--- config.mk ---
export PLATFORM = sky130hd
export DESIGN_NAME = div_unit_flat
export DESIGN_NICKNAME = d
export VERILOG_FILES = /design/src/rtl/div_unit_pkg.sv /design/src/rtl/div_unit_if.sv /design/src/rtl/div_unit_step.sv /design/src/rtl/div_unit.sv /design/src/flat_wrapper.sv
export SDC_FILE = /design/constraint.sdc
export NUM_CORES = 1
export LEC_CHECK = 0
export ABC_AREA = 0
export ABC_CLOCK_PERIOD_IN_PS = 7400
export CORE_ASPECT_RATIO = 0.75
export CORE_MARGIN = 8
export CORE_UTILIZATION = 58
export CTS_CLUSTER_DIAMETER = 150
export CTS_CLUSTER_SIZE = 28
export DETAILED_ROUTE_END_ITERATION = 10
export GPL_TIMING_DRIVEN = 0
export PLACE_DENSITY = 0.82
export SYNTH_ARGS = -nofsm -noshare
export SYNTH_HDL_FRONTEND = slang
export SYNTH_SLANG_ARGS = --single-unit
--- constraint.sdc ---
create_clock -name clk -period 7.4 [get_ports clk]
set_input_delay 1.48 -clock clk [delete_from_list [all_inputs] [get_ports clk]]
set_output_delay 1.48 -clock clk [all_outputs]
set_load 0.1 [all_outputs]
--- src/rtl/div_unit_pkg.sv ---
// div_unit_pkg: shared definitions for the iterative HI/LO divider.
//   - FSM state encodings (DivFree, DivByZero, DivOn, DivEnd)
//   - result-ready and start/stop level names
//   - RegBus: default datapath width
package div_unit_pkg;

    localparam int RegBus = 32;

    typedef enum logic [1:0] {
        DivFree   = 2'b00,
        DivByZero = 2'b01,
        DivOn     = 2'b10,
        DivEnd    = 2'b11
    } div_state_e;

    localparam logic DivResultReady    = 1'b1;
    localparam logic DivResultNotReady = 1'b0;
    localparam logic DivStart          = 1'b1;
    localparam logic DivStop           = 1'b0;

endpackage

--- src/rtl/div_unit_if.sv ---
// div_if: request/response bundle between EX and the divider.
//   master (EX side): drives signed_div_i, opdata1_i, opdata2_i, start_i,
//                     annul_i; receives result_o, ready_o, busy_o.
//   slave  (divider): the mirror image.
interface div_if #(
    parameter int DATA_W = 32
);
    logic                  signed_div_i;
    logic [DATA_W-1:0]     opdata1_i;
    logic [DATA_W-1:0]     opdata2_i;
    logic                  start_i;
    logic                  annul_i;
    logic [2*DATA_W-1:0]   result_o;
    logic                  ready_o;
    logic                  busy_o;

    modport master (
        output signed_div_i, opdata1_i, opdata2_i, start_i, annul_i,
        input  result_o, ready_o, busy_o
    );

    modport slave (
        input  signed_div_i, opdata1_i, opdata2_i, start_i, annul_i,
        output result_o, ready_o, busy_o
    );
endinterface

--- src/rtl/div_unit_step.sv ---
// div_step: one combinational restoring-division iteration.
//   rem_in  : current partial remainder (always < divisor)
//   bit_in  : next dividend bit shifted in
//   divisor : magnitude of the divisor
//   rem_out : updated partial remainder
//   q_bit   : quotient bit produced by this iteration
module div_step #(
    parameter int DATA_W = 32
) (
    input  logic [DATA_W-1:0] rem_in,
    input  logic              bit_in,
    input  logic [DATA_W-1:0] divisor,
    output logic [DATA_W-1:0] rem_out,
    output logic              q_bit
);
    logic [DATA_W:0] shifted;
    logic [DATA_W:0] diff;

    // rem_in < divisor, so the shifted value fits in DATA_W+1 bits and a
    // borrow out of the trial subtract shows up in the top bit.
    assign shifted = {rem_in, bit_in};
    assign diff    = shifted - {1'b0, divisor};
    assign q_bit   = ~diff[DATA_W];
    assign rem_out = q_bit ? diff[DATA_W-1:0] : shifted[DATA_W-1:0];
endmodule

--- src/rtl/div_unit.sv ---
// div_unit: multi-cycle signed/unsigned integer divider, one quotient bit
// per clock, result {remainder, quotient}.
//   clk : rising-edge clock
//   rst : asynchronous active-low reset
//   bus : div_if.slave (operands, start/annul, result/ready/busy)
// Optional build macro DIV_EARLY_OUT_EN: when |dividend| < |divisor| the
// answer {dividend, 0} is produced straight from FREE in one cycle.
module div_unit
    import div_unit_pkg::*;
#(
    parameter  int DATA_W = RegBus,
    localparam int CNT_W  = $clog2(DATA_W) + 1
) (
    input  logic clk,
    input  logic rst,
    div_if.slave bus
);
    div_state_e              state_q, state_d;
    logic [DATA_W-1:0]       dvd_q;      // dividend bits out, quotient bits in
    logic [DATA_W-1:0]       dvs_q;
    logic [DATA_W-1:0]       rem_q;
    logic [CNT_W-1:0]        cnt_q;
    logic                    q_neg_q, r_neg_q;
    logic [2*DATA_W-1:0]     result_q;
    logic                    ready_q;
    logic                    busy;

    logic                    op1_neg, op2_neg;
    logic [DATA_W-1:0]       abs1, abs2;
    logic                    accept, div_zero, early, step_done;
    logic [DATA_W-1:0]       step_rem, q_raw, q_fix, r_fix;
    logic                    step_q;

    assign op1_neg  = bus.signed_div_i & bus.opdata1_i[DATA_W-1];
    assign op2_neg  = bus.signed_div_i & bus.opdata2_i[DATA_W-1];
    assign abs1     = op1_neg ? -bus.opdata1_i : bus.opdata1_i;
    assign abs2     = op2_neg ? -bus.opdata2_i : bus.opdata2_i;
    assign accept   = (bus.start_i == DivStart) && !bus.annul_i;
    assign div_zero = (bus.opdata2_i == '0);

`ifdef DIV_EARLY_OUT_EN
    assign early = (abs1 < abs2);
`else
    assign early = 1'b0;
`endif

    div_step #(.DATA_W(DATA_W)) u_step (
        .rem_in  (rem_q),
        .bit_in  (dvd_q[DATA_W-1]),
        .divisor (dvs_q),
        .rem_out (step_rem),
        .q_bit   (step_q)
    );

    assign step_done = (cnt_q == CNT_W'(DATA_W - 1));
    assign q_raw     = {dvd_q[DATA_W-2:0], step_q};
    assign q_fix     = q_neg_q ? -q_raw : q_raw;
    assign r_fix     = r_neg_q ? -step_rem : step_rem;

    // Next-state and busy.
    always_comb begin
        state_d = state_q;
        busy    = 1'b0;
        case (state_q)
            DivFree: begin
                if (accept) begin
                    if (div_zero)   state_d = DivByZero;
                    else if (early) state_d = DivEnd;
                    else            state_d = DivOn;
                end
            end
            DivByZero: begin
                busy    = 1'b1;
                state_d = bus.annul_i ? DivFree : DivEnd;
            end
            DivOn: begin
                busy = 1'b1;
                if (bus.annul_i)    state_d = DivFree;
                else if (step_done) state_d = DivEnd;
            end
            DivEnd: begin
                if (bus.start_i == DivStop) state_d = DivFree;
            end
        endcase
    end

    always_ff @(posedge clk or negedge rst) begin
        if (!rst) state_q <= DivFree;
        else      state_q <= state_d;
    end

    // Datapath registers follow the same transitions as the FSM.
    always_ff @(posedge clk or negedge rst) begin
        if (!rst) begin
            dvd_q    <= '0;
            dvs_q    <= '0;
            rem_q    <= '0;
            cnt_q    <= '0;
            q_neg_q  <= 1'b0;
            r_neg_q  <= 1'b0;
            result_q <= '0;
            ready_q  <= DivResultNotReady;
        end else begin
            case (state_q)
                DivFree: begin
                    if (accept) begin
                        dvd_q   <= abs1;
                        dvs_q   <= abs2;
                        rem_q   <= '0;
                        cnt_q   <= '0;
                        q_neg_q <= op1_neg ^ op2_neg;
                        r_neg_q <= op1_neg;
                        if (!div_zero && early) begin
                            // Quotient is zero; remainder is the dividend as given.
                            result_q <= {bus.opdata1_i, {DATA_W{1'b0}}};
                            ready_q  <= DivResultReady;
                        end
                    end
                end
                DivByZero: begin
                    if (!bus.annul_i) begin
                        result_q <= '0;
                        ready_q  <= DivResultReady;
                    end
                end
                DivOn: begin
                    if (!bus.annul_i) begin
                        cnt_q <= cnt_q + CNT_W'(1);
                        dvd_q <= q_raw;
                        rem_q <= step_rem;
                        if (step_done) begin
                            result_q <= {r_fix, q_fix};
                            ready_q  <= DivResultReady;
                        end
                    end
                end
                DivEnd: begin
                    if (bus.start_i == DivStop) begin
                        result_q <= '0;
                        ready_q  <= DivResultNotReady;
                    end
                end
            endcase
        end
    end

    assign bus.result_o = result_q;
    assign bus.ready_o  = ready_q;
    assign bus.busy_o   = busy;
endmodule

--- src/flat_wrapper.sv ---
// flat-port wrapper written by rule: the top's interface ports become plain ports
module div_unit_flat import div_unit_pkg::*;
#(
    parameter  int DATA_W = RegBus,
    localparam int CNT_W  = $clog2(DATA_W) + 1
)
  (clk, rst, bus_signed_div_i, bus_opdata1_i, bus_opdata2_i, bus_start_i, bus_annul_i, bus_result_o, bus_ready_o, bus_busy_o);
  div_if #(.DATA_W(DATA_W)) bus_i ();
  input  logic clk;
  input  logic rst;
  input wire logic [$bits(bus_i.signed_div_i)-1:0] bus_signed_div_i;
  input wire logic [$bits(bus_i.opdata1_i)-1:0] bus_opdata1_i;
  input wire logic [$bits(bus_i.opdata2_i)-1:0] bus_opdata2_i;
  input wire logic [$bits(bus_i.start_i)-1:0] bus_start_i;
  input wire logic [$bits(bus_i.annul_i)-1:0] bus_annul_i;
  output wire logic [$bits(bus_i.result_o)-1:0] bus_result_o;
  output wire logic [$bits(bus_i.ready_o)-1:0] bus_ready_o;
  output wire logic [$bits(bus_i.busy_o)-1:0] bus_busy_o;
  assign bus_i.signed_div_i = bus_signed_div_i;
  assign bus_i.opdata1_i = bus_opdata1_i;
  assign bus_i.opdata2_i = bus_opdata2_i;
  assign bus_i.start_i = bus_start_i;
  assign bus_i.annul_i = bus_annul_i;
  assign bus_result_o = bus_i.result_o;
  assign bus_ready_o = bus_i.ready_o;
  assign bus_busy_o = bus_i.busy_o;
  div_unit #(.DATA_W(DATA_W)) u_core (.clk(clk), .rst(rst), .bus(bus_i));
endmodule
# Yosys cells after proc, flatten, opt, wreduce, memory -nomap -nowiden
# Cells that the tools add are included.
totals:
  reg_bits: 171
  inputBits: 69
  out_inout_bits: 66
  wordCells: 72
op_classes:
  addsub: 6
  eq_ne: 10
  n_mux: 32
  bitwise_logic: 5
  reduce_logical: 10
ops:
  columns: ["operator", "n"]
  rows:
  - ["$mux W32", 9]
  - ["$mux W64", 4]
  - ["$pmux W64 S3", 1]
  - ["$neg A32 Y32", 4]
  - ["$pmux W32 S2", 2]
  - ["$sub A33 B32 Y33", 1]
  - ["$logic_not A32 Y1", 1]
  - ["$mux W2", 6]
  - ["$mux W6", 2]
  - ["$pmux W6 S2", 1]
  - ["$pmux W2 S4", 1]
  - ["$add A6 B1 Y6 const B", 1]
  - ["$eq A6 B5 Y1 const B", 1]
  - ["$ne A2 B2 Y1 const B", 3]
  - ["$reduce_and A3 Y1", 2]
  - ["$mux W1", 5]
  - ["$reduce_and A5 Y1", 1]
  - ["$eq A2 B2 Y1 const B", 2]
  - ["$ne A2 B1 Y1 const B", 2]
  - ["$ne A3 B2 Y1 const B", 1]
  - ["$pmux W1 S3", 1]
  - ["$and A1 B1 Y1", 2]
  - ["$eq A2 B1 Y1 const B", 1]
  - ["$logic_not A2 Y1", 1]
  - ["7 further kinds", 8]

# Depth between registers and ports, before layout
logic_depth:
  ltp_word: 7
  depth_mapped: 23
  mapped_depth_nobuf: 20

# Cells and area by module
# Synthesis repeated with hierarchy kept, for this count alone.
hier_totals:
  cells_unflattened: 1406
  hier_area_um2: 11944.0
by_module_without_submodules:
  columns: ["module", "n_inst", "cells_each", "area_per_inst_um2", "seq_area_each_um2"]
  rows:
  - ["div_unit", 1, 1100, 9577.9, 4279.1]
  - ["div_step", 1, 306, 2366.0, 0.0]

# Worst setup path before layout
# No wires, ideal clock.
synth_path:
  kind: "register to register"
  startpoint: "register u_core.dvd_q[31]"
  endpoint: "register u_core.result_q[28], in the netlist u_core.bus.result_o[28]"
  setup_time_ns: 0.134
  t_arrival_ns: 5.058
  required_time_ns: 7.266
  setup_slack_ns: 2.207
  path_stages_with_launch: 23
  n_path_buf: 3
  synth_period_minus_slack_ns: 5.193
  cell_sequence: "dfrtp_1 inv_1 ha_1 inv_1 fa_1 a211oi_1 o211a_1 o211ai_2 and2_1 buf_2 a2111oi_4 nor2_1 buf_2 clkinv_1 buf_1 ha_1 nand2b_1 or4_4 or4_4 or3_4 o31ai_4 xor2_1 o31ai_1"
synth_via:
  elab_chain_cells: 7
synth_lines:
  columns: ["item", "line_no", "source"]
  rows:
  - ["from (decl)", "div_unit.sv:19", "logic [DATA_W-1:0] dvd_q;"]
  - ["from (signal assigned)", "div_unit.sv:107", "dvd_q <= abs1;"]
  - ["from (signal assigned)", "div_unit.sv:129", "dvd_q <= q_raw;"]
  - ["$sub A33 B32 Y33", "div_unit_step.sv:22", "assign diff = shifted - {1'b0, divisor};"]
  - ["$not A1 Y1", "div_unit_step.sv:23", "assign q_bit = ~diff[DATA_W];"]
  - ["$neg A32 Y32", "div_unit.sv:57", "assign q_fix = q_neg_q ? -q_raw : q_raw;"]
  - ["$mux W32", "div_unit.sv:57", null]
  - ["$mux W64", "div_unit.sv:131", "if (step_done) begin"]
  - ["$mux W64", "div_unit.sv:127", "if (!bus.annul_i) begin"]
  - ["$pmux W64 S3", "div_unit.sv:104", "case (state_q)"]
  - ["to (signal assigned)", "div_unit.sv:115", "result_q <= {bus.opdata1_i, {DATA_W{1'b0}}};"]
  - ["to (signal assigned)", "div_unit.sv:132", "result_q <= {r_fix, q_fix};"]
  - ["to (decl)", "div_unit.sv:24", "logic [2*DATA_W-1:0] result_q;"]
# Every way passes these cells. The select of a mux whose other input is x is not followed.
# A chain may end at the register's enable or synchronous reset.

# Worst setup path in the final report
layout_path:
  startpoint: "register u_core.dvd_q[31]"
  endpoint: "register u_core.result_q[62], in the netlist u_core.bus.result_o[62]"
layout_via:
  elab_chain_cells: 7
layout_lines:
  columns: ["item", "line_no", "source"]
  rows:
  - ["$sub A33 B32 Y33", "div_unit_step.sv:22", null]
  - ["$mux W32 (*)", "div_unit_step.sv:24", "assign rem_out = q_bit ? diff[DATA_W-1:0] : shifted[DATA_W-1:0];"]
  - ["$neg A32 Y32", "div_unit.sv:58", "assign r_fix = r_neg_q ? -step_rem : step_rem;"]
  - ["$mux W32 (*)", "div_unit.sv:58", null]
  - ["$mux W64 (*)", "div_unit.sv:131", null]
  - ["$mux W64 (*)", "div_unit.sv:127", null]
  - ["$pmux W64 S3 (*)", "div_unit.sv:104", null]
# Mark *: on every way between the ends. The rest lies on a longest branch, timed or not. The select of a mux whose other input is x is not followed.

==> flow_summary_export.csv <==
group,metric,value,unit
outcome,status,"completed",
floorplan,core.rowCount,45,
cells_and_area,n_antenna_cell,0,
synth,yosys-top-cells-area,"dfrtp_1 36%, o21ai_0 7.7%, nand2_1 6.8%",
worst_setup_path,crit_required,7.72,ns
placement,gp_congestion,1.01,
placement,post_dp_cell_area,0.0134,mm²
floorplan,start_util,58.5,%
worst_setup_path,endpoint_kind,"flop",
placement,io_buffers,134,
worst_setup_path,r2r_end,"u_core.bus.result_o[62]",
cells_and_area,fill_cells,1618,
synth,synth_edf_count,0,
hold_path,hp-class,"flop to flop",
cells_and_area,drive_gt1_share,3.90,%
worst_setup_path,path_buf_inv,6,
worst_setup_path,reg2reg_depth,22,
global_routing,grt-ovfl-total,0,
route,routedWlPerCell,20.5,µm
timing,post-route-min-period,6.67,ns
route,vias,11700,
cells_and_area,fin_nets,1688,
global_routing,grt_use_total,29.6,%
floorplan,core_area,0.0200,mm²
worst_setup_path,r2r_setup_slack,0.73,ns
synth,syn_area_per_cell,8.24,µm²
cells_and_area,area_growth,19.5,%
clock_network,path_clk_slew,0.07,ns
worst_setup_path,critPathCapture,"u_core.bus.result_o[62]",
synth,synth_area,0.0117,mm²
synth,syn_inst,1423,
placement,place_hpwl,29400,µm
global_routing,antenna_found_initial,0,
timing,clock.fmax,0.150,GHz
worst_setup_path,arrival,6.99,ns
worst_setup_path,cp_max_fo,10,
clock_network,clock_latency,0.45,ns
clock_network,cts-root-buf,"clkbuf_16",
synth,yosysTopAreaCellShare,36.5,%
placement,placed_cells,1816,
cells_and_area,multi_input_area,0.00697,mm²
clock_network,cts.sinks,171,
worst_setup_path,cp_top_family,"compound AO/OA/AOI/OAI gates",
timing,worstMarginPinSlew,0.996,ns
synth,synth.largest_area_cell,"dfrtp_1",
synth,yosysMostFrequentCell,"nand2_1",
route,avgViaCountPerCell,6.36,
timing,fin_crit_sh,90.1,%
clock_network,numCtsBuffers,17,
floorplan,num_io_pins,135,
clock_network,cts_tree,"yes",
clock_network,htreeDepth,4,
clock_network,ctsHoldBuffers,0,
synth,async_reset_ff_share,100,%
worst_setup_path,slowest_stage,"a211oi_2",
global_routing,grt_max_degree,117,
global_routing,grt_pass1_vias,11300,
global_routing,grt_pass1_wl,60500,µm
route,drc_errors,0,
floorplan,die_height,139,µm
timing,setup_ws,0.735,ns
synth,yosys_register_bits,171,
synth,yosysWarningCount,0,
floorplan,fp.dieW,180,µm
route,drt_iter0_drc,1355,
route,antenna_left,0,
route,wl,37800,µm
route,drt-pass1-iter-count,7,
timing,slew_headroom,33.4,%
worst_setup_path,critPathLaunch,"u_core.dvd_q[31]",
worst_setup_path,slowest_delay,0.59,ns
timing,setup_viol,0,
synth,synth_ff_type,"dfrtp_1",
timing,grt_setup_unrepaired,"no",
clock_network,post_cts_buffers,0,
timing,hold_viol,0,
flow_run,cap_violations,0,
cells_and_area,instances_no_fill,1848,
clock_network,cts-resized-gates,0,
worst_setup_path,r2r-start,"u_core.dvd_q[31]",
worst_setup_path,critPathKind,"flop to flop",
floorplan,die-area,0.0251,mm²
worst_setup_path,crit_chain,"inv_1, ha_1, inv_1, fa_1, a211oi_1, o211a_1, o211ai_2, and2_1, buf_2, a31o_2, nor2_1, buf_2, clkinv_1, buf_1, mux2i_1, ha_1, nor4bb_1, mux2i_1, a211oi_2, nand2_1, o2111a_1, or3_1",
worst_setup_path,worstSetupStartpointType,"flop",
synth,synth_common_cells,"212 x nand2_1, 181 x o21ai_0, 171 x dfrtp_1",
cells_and_area,fin_area,0.0140,mm²
synth,seq_area_frac_synth,36.5,%
clock_network,clk_path_buf_depth,2,
timing,skew,0.0104,ns
synth,synth_nets,1534,
cells_and_area,regArea,0.00428,mm²
synth,synth.distinct_cells,69,
worst_setup_path,worst-path-stages,22,
timing,slew_violations,0,
placement,pre_cts_ws,0.950,ns
layout make-up:
type / instances / share of cell area (%)
multi-input combinational: 1126 / 49.7
sequential: 171 / 30.5
timing repair buffer: 135 / 9.80
buffer: 65 / 1.79
inverter: 61 / 1.63
clock buffer: 18 / 3.06
clock inverter: 14 / 1.16
tap: 258 / 2.30
layer usage:
metal,track usage [%],vias to the layer above,part of all wire [%]
li1,-,5404,-
met1,42.0,5552,44
met2,42.4,715,41
met3,9.63,76,13
met4,8.51,0,1.9
met5,0,-,0
sequential cells by signal, indices dropped and copies added (netlist names):
| register | count |
|---|---|
| u_core.cnt_q | 6 |
| u_core.bus.result_o | 64 |
| u_core.rem_q | 32 |
| u_core.dvd_q | 32 |
| u_core.r_neg_q | 1 |
| u_core.bus.ready_o | 1 |
| u_core.q_neg_q | 1 |
| u_core.state_q | 2 |
| u_core.dvs_q | 32 |
layout by cell type, fill, tap and decap left out, drive strengths merged, types with 21 or more instances in the layout:
master / netlist / final
nand2: 212 / 212
o21ai: 181 / 181
dfrtp: 171 / 171
clkdlybuf4s50: 0 / 133
a21oi: 99 / 99
nor2: 91 / 91
xor2: 80 / 80
clkbuf: 55 / 73
inv: 60 / 65
xnor2: 59 / 59
ha: 41 / 41
o22ai: 31 / 31
o31ai: 27 / 27
or3: 27 / 27
mux2i: 25 / 25
nor3: 21 / 21
metrics by stage:
stage,TNS (ns),hold slack [ns],utilization (%)
after global routing,0,0.509,70.0
after global placement,-364.85,0.461,66.8
after CTS,0,0.485,70.0
after floorplan,0,0.450,-
after detailed placement,0,0.470,67.0
final,0,0.483,70.0
cells by family (layout without fill, tap and decap cells):
family / after synthesis / after routing / share of synthesized area [%]
flops: 171 / 171 / 36.5
fa+ha+maj: 42 / 42 / 4.54
compound gates: 462 / 462 / 24.3
simple gates: 457 / 457 / 18.0
mux: 26 / 26 / 2.23
xor+xnor: 139 / 139 / 10.4
buf+inv: 126 / 293 / 4.10
worst min-delay path by stage:
stage	start	to	slack, ns	cells after the start
global route	u_core.dvs_q[12]	u_core.dvs_q[12]	0.51	2
floorplan	u_core.dvs_q[10]	u_core.dvs_q[10]	0.45	2
detailed placement	u_core.bus.result_o[9]	u_core.bus.result_o[9]	0.47	2
finish	u_core.dvs_q[3]	u_core.dvs_q[3]	0.48	2
global placement	u_core.bus.result_o[52]	u_core.bus.result_o[52]	0.46	2
CTS	u_core.bus.result_o[9]	u_core.bus.result_o[9]	0.49	2
worst min-delay path, cell delays in order (launching register included):
cell and delay (ns):
dfrtp_1 0.34, nand2_1 0.05, o21ai_0 0.06
Power is not shown: default switching activity piles up to over one toggle a cycle in this logic, so the estimate is an artifact.
